<file path="config.mk">
export PLATFORM = sky130hd
export DESIGN_NAME = rtc_lectura
export DESIGN_NICKNAME = d
export VERILOG_FILES = /design/src/rtl/rtc_pkg.sv /design/src/rtl/rtc_lectura.sv
export SDC_FILE = /design/constraint.sdc
export NUM_CORES = 1
export LEC_CHECK = 0
export BUFFER_PORTS_ARGS = -buffer_cell sky130_fd_sc_hd__buf_2
export CAP_MARGIN = 20
export CORE_ASPECT_RATIO = 1.5
export CORE_MARGIN = 2
export CORE_UTILIZATION = 36
export CTS_BUF_LIST = sky130_fd_sc_hd__clkbuf_4
export DETAILED_ROUTE_END_ITERATION = 6
export GPL_ROUTABILITY_DRIVEN = 0
export SYNTH_ARGS = -nofsm -noshare
export SYNTH_HDL_FRONTEND = slang
export SYNTH_SLANG_ARGS = --single-unit
export TNS_END_PERCENT = 20
</file>
<file path="constraint.sdc">
create_clock -name clk -period 2.75 [get_ports clk]
set_input_delay 0.275 -clock clk [delete_from_list [all_inputs] [get_ports clk]]
set_output_delay 0.275 -clock clk [all_outputs]
set_load 0.005 [all_outputs]
</file>
<file path="src/rtl/rtc_pkg.sv">
// Shared definitions for the RTC bus sequencers (reader and writer).
package rtc_pkg;

  localparam int unsigned DATA_W = 8;
  localparam int unsigned ADDR_W = 8;
  localparam int unsigned CNT_W  = 4;

  localparam logic [DATA_W-1:0] CMD_LATCH    = 8'hF1;
  localparam logic [DATA_W-1:0] CMD_TRANSFER = 8'hF0;

  typedef enum logic [2:0] {
    INICIO    = 3'd0,
    LATCH     = 3'd1,
    LEER      = 3'd2,
    SIGUIENTE = 3'd3,
    FINAL     = 3'd4
  } estado_t;

endpackage

</file>
<file path="src/rtl/rtc_lectura.sv">
// RTC read sequencer: latch command, then a burst of register reads through the
// shared bus driver, each returned byte qualified by a one-cycle strobe.
module rtc_lectura #(
  parameter logic [7:0] CMD_LATCH = rtc_pkg::CMD_LATCH
) (
  input  logic       clk,
  input  logic       reset,
  input  logic       iniciar,
  input  logic [7:0] dir,
  input  logic [3:0] cantidad,
  input  logic       fin,
  input  logic [7:0] dato_in,
  output logic [7:0] dir_out,
  output logic [7:0] data_out,
  output logic       escribe,
  output logic       lee,
  output logic       activa,
  output logic       finalizado,
  output logic [7:0] dato_leido,
  output logic       valido,
  output logic [3:0] indice
);

  import rtc_pkg::*;

  estado_t             state, state_n;
  logic [ADDR_W-1:0]   dir_q, dir_n;
  logic [CNT_W-1:0]    cant_q, cant_n;
  logic [CNT_W-1:0]    cnt_q, cnt_n;

  logic [ADDR_W-1:0]   dir_out_n;
  logic [DATA_W-1:0]   data_out_n;
  logic                escribe_n, lee_n, activa_n, finalizado_n, valido_n;
  logic [DATA_W-1:0]   dato_leido_n;
  logic [CNT_W-1:0]    indice_n;

  // Next state, burst bookkeeping and the registered outputs of the state being entered
  always_comb begin
    state_n      = state;
    dir_n        = dir_q;
    cant_n       = cant_q;
    cnt_n        = cnt_q;
    dir_out_n    = '0;
    data_out_n   = '0;
    escribe_n    = 1'b0;
    lee_n        = 1'b0;
    activa_n     = 1'b0;
    finalizado_n = 1'b0;
    valido_n     = 1'b0;
    dato_leido_n = dato_leido;
    indice_n     = indice;

    case (state)
      INICIO: begin
        if (iniciar) begin
          dir_n   = dir;
          cant_n  = cantidad;
          cnt_n   = '0;
          state_n = LATCH;
        end
      end
      LATCH: begin
        if (fin) state_n = (cant_q == '0) ? FINAL : LEER;
      end
      LEER: begin
        if (fin) begin
          valido_n     = 1'b1;
          dato_leido_n = dato_in;
          indice_n     = cnt_q;
          if ((5'({1'b0, cnt_q}) + 5'd1) == 5'({1'b0, cant_q})) begin
            state_n = FINAL;
          end else begin
            cnt_n   = cnt_q + CNT_W'(1);
            state_n = SIGUIENTE;
          end
        end
      end
      SIGUIENTE: state_n = LEER;
      FINAL:     state_n = INICIO;
      default:   state_n = INICIO;
    endcase

    case (state_n)
      LATCH: begin
        escribe_n  = 1'b1;
        activa_n   = 1'b1;
        dir_out_n  = CMD_LATCH;
        data_out_n = CMD_LATCH;
      end
      LEER: begin
        lee_n     = 1'b1;
        activa_n  = 1'b1;
        dir_out_n = dir_q + ADDR_W'(cnt_n);
      end
      SIGUIENTE: begin
        activa_n  = 1'b1;
        dir_out_n = dir_q + ADDR_W'(cnt_n);
      end
      FINAL:   finalizado_n = 1'b1;
      default: ;
    endcase
  end

  always_ff @(posedge clk) begin
    if (reset) begin
      state      <= INICIO;
      dir_q      <= '0;
      cant_q     <= '0;
      cnt_q      <= '0;
      dir_out    <= '0;
      data_out   <= '0;
      escribe    <= 1'b0;
      lee        <= 1'b0;
      activa     <= 1'b0;
      finalizado <= 1'b0;
      valido     <= 1'b0;
      dato_leido <= '0;
      indice     <= '0;
    end else begin
      state      <= state_n;
      dir_q      <= dir_n;
      cant_q     <= cant_n;
      cnt_q      <= cnt_n;
      dir_out    <= dir_out_n;
      data_out   <= data_out_n;
      escribe    <= escribe_n;
      lee        <= lee_n;
      activa     <= activa_n;
      finalizado <= finalizado_n;
      valido     <= valido_n;
      dato_leido <= dato_leido_n;
      indice     <= indice_n;
    end
  end

endmodule

</file>
==> results of run 1 <==
[cells in the mapped netlist, types with 2 or more instances]
| library cell | n |
|---|---|
| inv_1 | 8 |
| buf_2 | 3 |
| xor2_1 | 7 |
| and3_1 | 2 |
| buf_4 | 8 |
| a21oi_1 | 31 |
| clkbuf_1 | 7 |
| o21ai_0 | 11 |
| xnor2_1 | 5 |
| dfxtp_1 | 44 |
| nor3_1 | 5 |
| ha_1 | 6 |
| nand3_1 | 6 |
| nor2_1 | 11 |
| nand2_1 | 54 |
[what timing repair did]
item / in CTS / in global routing
pin swaps: 1 / 12
setup endpoints to repair: 3 / 4
buffers inserted: 0 / 3
resized for setup: 5 / 30
hold buffers: 0 / 0
[cell type report]
type	instances	area (um2)	share of cell area, %
timing repair buffer	77	449	17.3
sequential	44	883	33.9
multi-input combinational	163	1100	42.2
inverter	8	30.0	1.15
clock inverter	2	11.3	0.433
clock buffer	6	45.0	1.73
tap	68	85.1	3.27
[state kept, by name (all words and copies together), names as in the netlist]
signal	count
dir_out	8
activa	1
cnt_q	4
dir_q	8
state	3
finalizado	1
valido	1
cant_q	4
data_out	1
indice	4
lee	1
dato_leido	8
[cell families after synthesis]
logic type / Yosys count / synth area share [%]
AND/OR/NAND/NOR: 86 / 19.3
AO/OA/AOI/OAI: 52 / 15.4
flip-flops: 44 / 45.4
buffers and inverters: 27 / 7.36
XOR/XNOR: 13 / 6.26
adder cells (fa/ha/maj): 7 / 4.91
multiplexers: 2 / 1.10
other: 1 / 0.193
[where the power goes]
group / internal [uW] / leakage, uW / switching (uW) / total [uW]
Combinational: 98.3 / 0.000720 / 117 / 216
Sequential: 676 / 0.000360 / 27.7 / 703
Clock: 107 / 0.0000293 / 209 / 317
Total: 881 / 0.00111 / 354 / 1240
[critical path: stages, from the launching register on]
cell	delay, ns
dfxtp_2	0.36
ha_4	0.18
xnor2_2	0.15
xnor2_2	0.30
nor3_4	0.09
or4_4	0.45
a21oi_2	0.18
buf_6	0.14
ha_4	0.21
a21oi_2	0.15
o21ai_2	0.08
nand2_1	0.08
xor2_1	0.19
o21ai_1	0.07
[through the flow]
stage | TNS (ns) | hold slack (ns) | instances
after CTS | -0.00678 | 0.117 | 365
after floorplan | 0 | 0.348 | 234
final | 0 | 0.128 | 368
after detailed placement | -0.0769 | 0.446 | 357
after global routing | -0.202 | 0.127 | 368
after global placement | 0 | 0.441 | 357
[layer usage]
metal	share of wire (%)	wire, um	GRT usage [%]	vias up
li1	-	-	-	900
met1	40	1820	16.3	813
met2	54	2470	26.2	47
met3	4.4	204	3.00	8
met4	2.2	101	8.33	0
met5	0	0	0	-
[worst max-delay path by stage]
| stage | to | slack, ns | cells after the start |
|---|---|---|---|
| 3_5_place_dp | dir_out[6] | -0.05 | 11 |
| 2_1_floorplan | dir_out[6] | 0.005 | 11 |
| 4_1_cts | dir_out[6] | -0.007 | 11 |
| 5_1_grt | dir_out[5] | -0.08 | 13 |
| 6_report | dir_out[5] | 0.01 | 13 |
| 3_3_place_gp | dir_out[6] | 0.01 | 11 |
==> flow_summary.json, run 1 <==
{
  "status": "complete, no violations",
  "grt_max_degree": 32,
  "clk_pin_slew_ns": 0.13,
  "rsz0062_at_grt": "yes",
  "fin_ws_ns": 0.0109,
  "initial_core_util_pct": 37.5,
  "fp.dieH_um": 93.9,
  "startpoint": "cnt_q[0]",
  "synth.avg_cell_area_um2": 8.35,
  "drv_cap": 0,
  "route.vias.total": 1768,
  "final_layout_size_suffix_gt1_share_pct": 39.0,
  "ir_drop_mv": 0.314,
  "tightest_slew_ns": 0.612,
  "drtIter0Drc": 52,
  "fin_skew_ns": 0.00840,
  "cts.sinks": 44,
  "cts_root_buf": "clkbuf_4",
  "r2r_start": "cnt_q[0]",
  "synth_cell_types": 39,
  "setup_violations": 0,
  "r2r-end": "dir_out[5]",
  "min_path_type": "input pin to register",
  "critPathMaxFanout": 5,
  "cp.arrival_ns": 3.00,
  "first_pass_iters": 4,
  "fin_nets": 330,
  "power.density_nw_per_um2": 475,
  "start_kind": "register",
  "synth_top_area_share_pct": 45.4,
  "wl_per_cell_um": 12.5,
  "ys_ff_latch": 44,
  "finalCritPeriodShare_pct": 99.6,
  "pre_cts_ws_ns": -0.0533,
  "grt_pass1_wl_mm": 7.04,
  "cts_inserted_buffers": 5,
  "post-route-min-period_ns": 2.74,
  "fillers": 517,
  "synth_largest_area_cell": "dfxtp_1",
  "yosys_warnings": 0,
  "relSlewSlack_pct": 58.8,
  "post-route-util_pct": 50.4,
  "synth_ff_type": "dfxtp_1",
  "synth_edf_count": 0,
  "drc": 0,
  "stdcell_area_um2": 2600,
  "grt_pass1_vias": 1644,
  "critPathKind": "register to register",
  "antenna_cells": 0,
  "min_to": "dato_leido[3]",
  "final_max_slew_viol_count": 0,
  "track_usage_pct": 14.9,
  "power.leakage_uw": 0.00111,
  "yosysSeqAreaShare_pct": 45.4,
  "synth.top_cells.by_area": "dfxtp_1, nand2_1, a21oi_1, ha_1, xor2_1",
  "end_kind": "register",
  "cts_buffer_depth": 2,
  "grt_antenna_before_repair": 0,
  "vias_per_cell": 4.80,
  "cts_max_level": 2,
  "cts_tree": "yes",
  "netlist_area_um2": 1940,
  "syn_to_final_growth_pct": 34.3,
  "final_cell_mix": "nand2_1, buf_2, dfxtp_1",
  "required_ns": 3.01,
  "finalPower_uw": 1240,
  "die_w_um": 63.9,
  "die_area_um2": 6000,
  "syn_inst": 232,
  "hold_depth": 3,
  "fmax_mhz": 365,
  "core_um2": 5160,
  "synthArstFlopShare_pct": 0,
  "hold_violations": 0,
  "io_buffers": 53,
  "row_count": 32,
  "r2r_cells": 13,
  "rrSetupSlack_ns": 0.01,
  "min_from": "dato_in[3]",
  "drt_wl_total_mm": 4.59,
  "placed_cell_area_um2": 2340,
  "ant_nets": 0,
  "gr-total-overflow": 0,
  "io_pins": 57,
  "post-dp-hpwl_mm": 3.17,
  "clk-insertion-delay-late_ns": 0.36
}
No activity file was read; power rests on OpenSTA's default activity.
==> run 2, diff against run 1 <==
--- a/config.mk
+++ b/config.mk
@@ -6,12 +6,16 @@
 export NUM_CORES = 1
 export LEC_CHECK = 0
+export ABC_AREA = 0
 export BUFFER_PORTS_ARGS = -buffer_cell sky130_fd_sc_hd__buf_2
 export CAP_MARGIN = 20
+export CELL_PAD_IN_SITES_DETAIL_PLACEMENT = 0
+export CELL_PAD_IN_SITES_GLOBAL_PLACEMENT = 1
 export CORE_ASPECT_RATIO = 1.5
 export CORE_MARGIN = 2
-export CORE_UTILIZATION = 36
+export CORE_UTILIZATION = 35
 export CTS_BUF_LIST = sky130_fd_sc_hd__clkbuf_4
 export DETAILED_ROUTE_END_ITERATION = 6
 export GPL_ROUTABILITY_DRIVEN = 0
+export PLACE_DENSITY_LB_ADDON = 0.1
 export SYNTH_ARGS = -nofsm -noshare
 export SYNTH_HDL_FRONTEND = slang
==> constraint.sdc (replaced) <==
create_clock -name clk -period 2.75 [get_ports clk]
set_input_delay 0.1375 -clock clk [delete_from_list [all_inputs] [get_ports clk]]
set_output_delay 0.1375 -clock clk [all_outputs]
set_load 0.005 [all_outputs]
==> flow_summary.json, run 2 (same netlist as run 1, synthesis figures left out) <==
{
  "rrSetupSlack_ns": 0.02,
  "io_buffers": 53,
  "path_depth": 14,
  "layout_commonest_cell": "nand2_1",
  "drc": 0,
  "power.leakage_uw": 0.00120,
  "drtIter0Drc": 59,
  "die_area_um2": 6160,
  "core_um2": 5410,
  "track_usage_pct": 16.0,
  "row_count": 33,
  "power.density_nw_per_um2": 455,
  "top_regs": "dato_leido: 8 flops, dir_out: 8 flops, dir_q: 8 flops",
  "setup_violations": 0,
  "crit_end": "dir_out[7]",
  "max_stage_delay_ns": 0.37,
  "worst-path-buf-inv": 2,
  "final_layout_size_suffix_gt1_share_pct": 35.7,
  "die_w_um": 64.8,
  "clk-insertion-delay-late_ns": 0.36,
  "tns_ns": 0,
  "gr-total-overflow": 0,
  "min_path_type": "input pin to register",
  "grt_antenna_before_repair": 0,
  "clk_pin_slew_ns": 0.13,
  "critPathTopFamily": "simple AND/OR/NAND/NOR gates",
  "finalCritPeriodShare_pct": 99.1,
  "tightest_slew_ns": 0.715,
  "antenna_cells": 0,
  "ir_drop_mv": 0.214,
  "drt_wl_total_mm": 4.58,
  "dp_cells": 364,
  "cts_max_level": 2,
  "r2r_cells": 14,
  "r2r_start": "cnt_q[0]",
  "fin_skew_ns": 0.0139,
  "vias_per_cell": 4.65,
  "end_kind": "register",
  "fin_cells": 392,
  "crit_path_top_delay_cell": "dfxtp_2",
  "cts_tree": "yes",
  "final_max_slew_viol_count": 0,
  "final_cell_mix": "nand2_1, buf_2, dfxtp_1",
  "path_cells": "ha_4, xnor2_2, nand3_2, buf_6, nor3_4, or4_4, a21oi_2, buf_4, ha_1, nand2_1, o21ai_2, nand4_1, xor2_1, o21ai_1",
  "regArea_um2": 883,
  "ant_nets": 0,
  "fillers": 547,
  "first_pass_iters": 4,
  "cts_inserted_buffers": 5,
  "syn_to_final_growth_pct": 41.1,
  "grt_pass1_wl_mm": 7.68,
  "rsz0062_at_grt": "yes",
  "post-route-min-period_ns": 2.73,
  "cts.sinks": 44,
  "status": "complete, no violations",
  "startpoint": "cnt_q[0]",
  "io_pins": 57,
  "relSlewSlack_pct": 51.9,
  "hold_violations": 0,
  "wl_per_cell_um": 11.7,
  "post-dp-hpwl_mm": 3.26,
  "critPathKind": "register to register",
  "cp.arrival_ns": 2.98,
  "route.vias.total": 1823,
  "r2r-end": "dir_out[7]",
  "start_kind": "register",
  "grt_max_degree": 32,
  "cts_root_buf": "clkbuf_4",
  "fin_nets": 352,
  "fp.dieH_um": 95.1,
  "initial_core_util_pct": 35.8,
  "multi_input_area_um2": 1020,
  "cts_buffer_depth": 2,
  "critPathMaxFanout": 4,
  "fmax_mhz": 367,
  "drv_cap": 0,
  "required_ns": 3.00,
  "grt_pass1_vias": 1730
}
run 2: changes by cell type in the layout (fill, tap and decap cells not counted), sizes merged:
| cell | before | now |
|---|---|---|
| dlygate4sd3 | 0 | 19 |
| buf | 77 | 80 |
run 2: stage by stage:
stage	util [%]	worst slack [ns]	area, um2	power [uW]	hold WS, ns
detailed placement	44.0	-0.0550	2380	916	0.384
finish	50.6	0.0239	2740	1240	0.0360
floorplan	-	0.00501	1950	839	0.210
global route	50.6	-0.137	2740	1330	0.0385
CTS	48.7	0.0246	2640	1260	0.000875
global placement	44.0	-0.0168	2380	918	0.378
run 2: where the power goes:
| part | internal [uW] | total, uW | switching, uW |
|---|---|---|---|
| logic | 114 | 233 | 119 |
| clock network | 107 | 312 | 204 |
| registers | 676 | 700 | 24.0 |
run 2: layout make-up:
type / count / area share (%)
flip-flops and latches: 44 / 32.3
inverters: 8 / 1.10
clock inverters: 2 / 0.412
repair buffers: 99 / 24.2
clock buffers: 6 / 1.65
multi-input cells: 163 / 37.1
well taps: 70 / 3.20
run 2: what timing repair did:
| action | 4_1_cts | 5_1_grt |
|---|---|---|
| gates cloned | 0 | 0 |
| endpoints found under the hold margin | 18 | 1 |
| pin swaps | 2 | 9 |
| endpoints found under the setup margin | 3 | 4 |
| resized for setup | 6 | 20 |
| buffers inserted | 0 | 1 |
| hold buffers | 18 | 1 |
run 2: worst reg2reg max path: stages, from the launching register on:
cell and delay [ns]:
dfxtp_2 0.37, ha_4 0.25, xnor2_2 0.18, nand3_2 0.13
buf_6 0.14, nor3_4 0.24, or4_4 0.18, a21oi_2 0.04
buf_4 0.16, ha_1 0.30, nand2_1 0.11, o21ai_2 0.17
nand4_1 0.13, xor2_1 0.15, o21ai_1 0.07
run 2: worst min-delay path by stage:
stage | cells past startpoint | startpoint | end | slack (ns)
final | 3 | cantidad[2] | cant_q[2] | 0.04
after CTS | 3 | dir[2] | dir_q[2] | 0.0009
after global routing | 3 | cantidad[2] | cant_q[2] | 0.04
after global placement | 3 | dato_in[2] | dato_leido[2] | 0.38
after floorplan | 1 | reset | cnt_q[3] | 0.21
after detailed placement | 3 | dato_in[2] | dato_leido[2] | 0.38
run 2: routing by layer:
layer | vias to the layer above | routed length, um | part of all wire [%] | track usage [%]
li1 | 944 | - | - | -
met3 | 10 | 210 | 4.6 | 3.19
met5 | - | 0 | 0 | 0
met4 | 0 | 114 | 2.5 | 7.27
met1 | 813 | 1910 | 42 | 17.2
met2 | 56 | 2350 | 51 | 29.6
